===== src/rtl/song_reader.sv =====
// song_reader: steps through a 32-entry song in ROM, one note per request.
// Emits note/duration with a valid pulse; pulses song_done at end or wrap.
module song_reader (
  input  logic        clk,
  input  logic        reset,
  input  logic        play,
  input  logic [1:0]  song,
  input  logic        new_note,
  output logic [6:0]  rom_addr,
  input  logic [11:0] rom_data,
  output logic [5:0]  note,
  output logic [5:0]  duration,
  output logic        note_valid,
  output logic        song_done
);

  typedef enum logic [1:0] {
    IDLE  = 2'd0,
    READ  = 2'd1,
    LATCH = 2'd2
  } state_t;

  state_t      r_state;
  state_t      w_next;
  logic [4:0]  r_idx;
  logic [5:0]  r_note;
  logic [5:0]  r_dur;
  logic        r_nv;
  logic        r_sd;
  logic        w_term;
  logic        w_last;

  assign w_term     = (rom_data[5:0] == 6'd0);
  assign w_last     = (r_idx == 5'd31);
  assign rom_addr   = {song, r_idx};
  assign note       = r_note;
  assign duration   = r_dur;
  assign note_valid = r_nv;
  assign song_done  = r_sd;

  // Next state: one fetch walks IDLE -> READ -> LATCH -> IDLE.
  always_comb begin
    w_next = r_state;
    unique case (r_state)
      IDLE:    if (new_note && play) w_next = READ;
      READ:    w_next = LATCH;
      LATCH:   w_next = IDLE;
      default: w_next = IDLE;
    endcase
  end

  // State register; stopping playback aborts any fetch.
  always_ff @(posedge clk) begin
    if (reset || !play) r_state <= IDLE;
    else                r_state <= w_next;
  end

  // Index, note outputs and one-cycle pulses; stop rewinds and clears.
  always_ff @(posedge clk) begin
    if (reset) begin
      r_idx  <= 5'd0;
      r_note <= 6'd0;
      r_dur  <= 6'd0;
      r_nv   <= 1'b0;
      r_sd   <= 1'b0;
    end else begin
      r_nv <= 1'b0;
      r_sd <= 1'b0;
      if (!play) begin
        r_idx  <= 5'd0;
        r_note <= 6'd0;
        r_dur  <= 6'd0;
      end else if (r_state == LATCH) begin
        if (w_term) begin
          r_sd  <= 1'b1;
          r_idx <= 5'd0;
        end else begin
          r_note <= rom_data[11:6];
          r_dur  <= rom_data[5:0];
          r_nv   <= 1'b1;
          r_sd   <= w_last;
          r_idx  <= r_idx + 5'd1;
        end
      end
    end
  end

endmodule

===== config.mk =====
export PLATFORM = sky130hd
export DESIGN_NAME = song_reader
export DESIGN_NICKNAME = d
export VERILOG_FILES = /design/src/rtl/song_reader.sv
export SDC_FILE = /design/constraint.sdc
export NUM_CORES = 1
export LEC_CHECK = 0
export CAP_MARGIN = 20
export CORE_MARGIN = 3
export CORE_UTILIZATION = 35
export CTS_BUF_LIST = sky130_fd_sc_hd__clkbuf_8 sky130_fd_sc_hd__clkbuf_16
export DETAILED_ROUTE_END_ITERATION = 12
export GPL_TIMING_DRIVEN = 1
export MAX_ROUTING_LAYER = met4
export PLACE_DENSITY = 0.65
export SYNTH_ARGS = -nofsm -noshare
export SYNTH_HDL_FRONTEND = slang
export SYNTH_SLANG_ARGS = --single-unit

===== constraint.sdc =====
create_clock -name clk -period 1.6 [get_ports clk]
set_clock_uncertainty 0.15 [all_clocks]
set_input_delay 0.32 -clock clk [delete_from_list [all_inputs] [get_ports clk]]
set_output_delay 0.32 -clock clk [all_outputs]
set_load 0.05 [all_outputs]

==> results_dict.tcl, run 1 <==
set metrics [dict create \
    status "complete, no violations" \
    track_usage_pct 15.43 \
    vias_per_cell 5.125 \
    holdBufCountCts 0 \
    hpwl_mm 1.696 \
    drc 0 \
    rsz0062_at_grt "false" \
    grt_pass1_vias 835 \
    peakVddDrop_v 0.0004425 \
    reg2reg_from "r_idx[1]" \
    num_antenna_cells 0 \
    synth_compound_area_share_pct 14.31 \
    synth_xor_area_share_pct 0 \
    cts_root_buf "clkbuf_8" \
    clockBufferDepth 2 \
    synthSimpleGateAreaFrac_pct 23.93 \
    initial_core_util_pct 38.88 \
    grt_max_degree 16 \
    cp-end-kind "flop" \
    power_density_nw_per_um2 604.6 \
    tns_ns 0 \
    first_iter_violations 12 \
    hold_ws_ns 0.3390 \
    seq_area_frac_synth_pct 46.22 \
    wirelength_mm 2.284 \
    core_um2 2340 \
    rows 17 \
    post-synth-top-area-cell "dfxtp_1" \
    synth.top_cell.area_share_pct 46.22 \
    min_path_cells 3 \
    grt-ovfl-total 0 \
    layout_worst_path_cycle_share_pct 94.63 \
    dpl_cell_area_um2 1514 \
    max_cap_viol_count 0 \
    synth_common_cells "21 x dfxtp_1, 19 x nand2_1, 7 x mux2i_1, 7 x nand3_1, 5 x o21ai_0" \
    cp.arrival_ns 1.55 \
    vias 861 \
    synth_top_family_by_area "simple AND/OR/NAND/NOR gates" \
    synth.most_common_cell "dfxtp_1" \
    area_growth_pct 74.55 \
    ys_ff_latch 21 \
    grt_first_pass_wirelength_mm 3.857 \
    nets 161 \
    finalPower_mw 0.9599 \
    yosysUniqueCellTypes 30 \
    tightest_slew_ns 0.3767 \
    reg2reg_slack_ns 0.13 \
    firstDrtPassIters 4 \
    path_max_fanout 6 \
    cp-start-kind "input pin" \
    antenna_found_initial 0 \
    hold_viol_final 0 \
    fmax_ghz 0.6604 \
    yosys_warnings 0 \
    muxShareOfSynthArea_pct 7.703 \
    drive_gt1_share_pct 31.43 \
    finalWorstSetupSlack_ns 0.08588 \
    portBuffers 34 \
    wl_per_cell_um 13.60 \
    dieArea_um2 3247 \
    min_to "duration[2]" \
    slew_viol_final 0 \
    yosys-top-cells-area "dfxtp_1 46%, nand2_1 7.8%, mux2i_1 7.7%" \
    slew_headroom_pct 74.89 \
    setup_violations 0 \
    die_h_um 56.98 \
    cts_setup_buffers 0 \
    synth_fp_nets 120 \
    stdcell_area_um2 1588 \
    synth_cells 100 \
    leakagePower_nw 0.6069 \
    cts_buffers 3 \
    io_pins 39 \
    clock_latency_ns 0.25 \
    dp_slack_ns -0.4314 \
    synth.avg_cell_area_um2 9.096 \
    cts_tree "yes" \
    clk_pin_slew_ns 0.07 \
    ys.flop_type "dfxtp_1" \
    async_flop_share_pct 0 \
    finalCriticalPeriod_ns 1.514 \
    htree_num_levels 1 \
    r2r-end "r_idx[4]" \
    drtAntennaViolNets 0 \
    cp_data_required_time_ns 1.63 \
    fp.dieW_um 56.98 \
    reg2regPathDepth 5 \
    synth-edff-count 0 \
    hp-class "input pin to flop" \
    hold_start "rom_data[2]" \
    place.gp.congestion 0.7635 \
    cts_num_sinks 21 \
    synth_adder_area_share_pct 2.751 \
    path_class "input pin to flop" \
    netlist_area_um2 909.6 \
]
-- through the flow --
| stage | utilization [%] | std cells |
|---|---|---|
| finish | 67.86 | 168 |
| global route | 67.86 | 168 |
| floorplan | - | 100 |
| detailed placement | 64.71 | 164 |
| global placement | 64.71 | 164 |
| CTS | 67.70 | 168 |
-- critical path, stage by stage --
cell	delay [ns]
dlygate4sd2_1	0.25
buf_4	0.14
nor4_2	0.27
buf_4	0.19
a21oi_4	0.05
buf_4	0.17
o21ai_0	0.15
-- cells by family (layout without fill, tap and decap cells) --
family / Yosys count / count (layout)
buffers and inverters: 9 / 49
AND/OR/NAND/NOR: 44 / 44
flip-flops: 21 / 21
AO/OA/AOI/OAI: 17 / 17
adder cells (fa/ha/maj): 2 / 2
multiplexers: 7 / 7
-- cell usage in the layout, fill, tap and decap left out, drive strengths merged, types with 2 or more instances in the layout --
cell,synthesis,routed
a21oi,3,3
nor2b,2,2
nand3,7,7
mux2i,7,7
o21ai,6,6
nand2,19,19
clkdlybuf4s50,0,11
a32o,2,2
nor3,2,2
nor2,4,4
dfxtp,21,21
clkbuf,3,3
o211ai,2,2
dlygate4sd2,0,3
nand2b,2,2
buf,6,30
ha,2,2
-- layout make-up --
type	count	area, um2
clock inverter	1	3.754
timing repair buffer	45	611.8
multi-input combinational	70	473.0
sequential	21	422.9
clock buffer	3	41.29
fill	190	752.0
tap	28	35.03
-- what timing repair did --
| item | in CTS | in global routing |
|---|---|---|
| resized for setup | 8 | 2 |
| hold endpoints to repair | 0 | 0 |
| pin swaps | 2 | 1 |
| setup endpoints to repair | 19 | 9 |
-- worst max path at each step --
stage / startpoint / to / slack [ns] / depth (start not counted)
3_5_place_dp: rom_data[4] / r_idx[2] / -0.43 / 4
3_3_place_gp: rom_data[4] / duration[2] / -0.42 / 4
5_1_grt: rom_data[1] / duration[0] / 0.02 / 7
2_1_floorplan: r_idx[2] / r_idx[4] / 0.06 / 4
6_report: rom_data[1] / duration[3] / 0.09 / 7
4_1_cts: rom_data[2] / r_idx[4] / 0.004 / 4
-- sequential cells by signal (all words and copies together), names as in the netlist --
register,count
r_state,2
song_done,1
duration,6
note,6
note_valid,1
r_idx,5
-- metal layers --
metal / part of all wire, % / global-route usage, % / vias to the layer above
li1: - / - / 430
met1: 46 / 20.06 / 408
met2: 48 / 23.16 / 21
met3: 4.8 / 4.299 / 2
met4: 0.96 / 4.967 / 0
met5: 0 / - / -
-- power by group --
part	switching (mW)	internal, mW
registers	0.00294	0.525
clock network	0.160	0.171
logic	0.0459	0.0556
total	0.209	0.751
(Power assumes the default switching activity.)
==> inputs of run 2 (changes only) <==
Settings changed: PLACE_DENSITY 0.65 to default, PLACE_DENSITY_LB_ADDON from default to 0.3.
Clock period 1.6 ns to 1.4 ns, I/O delays scaled along.
==> run 2 against run 1 <==
Effect of this change:
- die area stayed put
- clock-buffer cell count stayed put
- sequential share of layout area is 0.84 points lower
- power is 17% higher
- worst hold slack worse by 0.18 ns
- sequential cell count stayed put
- wire length is 17% higher
- core utilization is 4.1 points higher
==> results_dict.tcl, run 2 (same netlist as run 1, synthesis figures left out) <==
set metrics [dict create \
    path_max_fanout 2 \
    critPathSlowestCell "dfxtp_4" \
    die_h_um 56.98 \
    tightest_slew_ns 0.2784 \
    wirelength_mm 2.661 \
    rows 17 \
    cp-start-kind "flop" \
    peakVddDrop_v 0.0005205 \
    layout_common_cells "19 x nand2_1, 19 x buf_12, 16 x dfxtp_1" \
    place.gp.congestion 0.8450 \
    io_pins 39 \
    hold_viol_final 0 \
    p_seq_share_pct 53.5 \
    critPathTopFamily "adder cells" \
    p_sw_mw 0.2623 \
    firstDrtPassIters 4 \
    slew_viol_final 0 \
    track_usage_pct 17.51 \
    grt_first_pass_wirelength_mm 4.402 \
    crit_chain "ha_4, and3_4, ha_4, o211ai_1, a21oi_1" \
    drtAntennaViolNets 0 \
    p_comb_share_pct 11.2 \
    clock_latency_ns 0.26 \
    grt_pass1_vias 912 \
    clockBufferDepth 2 \
    max_stage_delay_ns 0.36 \
    holdBufCountCts 0 \
    max_cap_viol_count 0 \
    setup_violations 0 \
    first_iter_violations 23 \
    finalCriticalPeriod_ns 1.380 \
    hp-class "input pin to flop" \
    cts_buffers 3 \
    wl_per_cell_um 15.65 \
    fin_util_pct 71.93 \
    layout_worst_path_cycle_share_pct 98.55 \
    drive_gt1_share_pct 43.66 \
    path_class "flop to flop" \
    p_sw_share_pct 23.40 \
    cts_num_sinks 21 \
    grt-ovfl-total 0 \
    area_growth_pct 85.01 \
    rsz0062_at_grt "true" \
    path_depth 5 \
    dieArea_um2 3247 \
    initial_core_util_pct 38.88 \
    status "complete, no violations" \
    tns_ns 0 \
    p_int_mw 0.8584 \
    drc 0 \
    cp-end-kind "flop" \
    crit_path_frequent_cell "ha_4" \
    vias_per_cell 5.294 \
    clk_pin_slew_ns 0.08 \
    fp.dieW_um 56.98 \
    power_density_nw_per_um2 666.0 \
    cp_num_buf_inv 0 \
    core_um2 2340 \
    finalPower_mw 1.121 \
    cp.arrival_ns 1.43 \
    nets 163 \
    reg2regPathDepth 5 \
    antenna_found_initial 0 \
    leakagePower_nw 0.6298 \
    portBuffers 34 \
    hpwl_mm 1.779 \
    vias 900 \
    cts_root_buf "clkbuf_8" \
    min_path_cells 3 \
    cp_data_required_time_ns 1.45 \
    clkPwrFrac_pct 35.4 \
    htree_num_levels 1 \
    slew_headroom_pct 81.41 \
    grt_max_degree 13 \
    fmax_ghz 0.7248 \
    cts_tree "yes" \
    num_antenna_cells 0 \
]
run 2: per-stage QoR:
| stage | std cells | setup WS (ns) | instance area [um2] | hold WS, ns |
|---|---|---|---|---|
| global route | 170 | -0.01019 | 1683 | 0.1719 |
| detailed placement | 164 | -0.5144 | 1551 | 0.3373 |
| global placement | 164 | -0.4783 | 1551 | 0.3220 |
| CTS | 169 | 0.003958 | 1663 | 0.2244 |
| floorplan | 100 | -0.03350 | 955.9 | 0.2568 |
| finish | 170 | 0.02035 | 1683 | 0.1564 |
run 2: layer usage:
| layer | track usage, % | routed length, um | vias to the layer above |
|---|---|---|---|
| li1 | - | - | 435 |
| met2 | 28.55 | 1336 | 34 |
| met5 | - | 0 | - |
| met3 | 2.941 | 157 | 2 |
| met4 | 6.623 | 14 | 0 |
| met1 | 21.61 | 1153 | 429 |
run 2: final cells by class:
cell class              count  area, um2
clock buffers               3      41.29
clock inverters             1      5.005
fillers                   164      656.9
multi-input cells          70      548.0
flip-flops and latches     21      434.2
well taps                  28      35.03
repair buffers             47      619.3
run 2: power groups by stage:
stage	logic (mW)	clock network (mW)	registers (mW)
3_3_place_gp	0.113	0	0.614
6_report	0.125	0.396	0.599
4_1_cts	0.125	0.401	0.601
5_1_grt	0.133	0.423	0.600
3_5_place_dp	0.114	0	0.614
2_1_floorplan	0.0547	0	0.619
run 2: tightest hold or removal path: stages:
cell and delay, ns:
buf_2 0.12, nand3_1 0.07, o21ai_0 0.06
run 2: final timing paths:
check | start | end | slack (ns)
max | r_idx[0] | r_idx[4] | 0.02
max reg2reg | r_idx[0] | r_idx[4] | 0.02
min | rom_data[1] | duration[1] | 0.16
min reg2reg | r_state[1] | r_state[1] | 0.34
run 2: timing repair:
action | in CTS | in global routing
buffers inserted | 0 | 1
pin swaps | 5 | 7
gates resized for setup | 25 | 9
cloned | 1 | 0
setup endpoints to repair | 19 | 11
==> inputs of run 3 (changes only) <==
Settings changed: CTS_CLUSTER_DIAMETER from default to 150.
==> results of run 3 <==
Same layout as run 2: the final DEF is identical, and so are final timing and power.
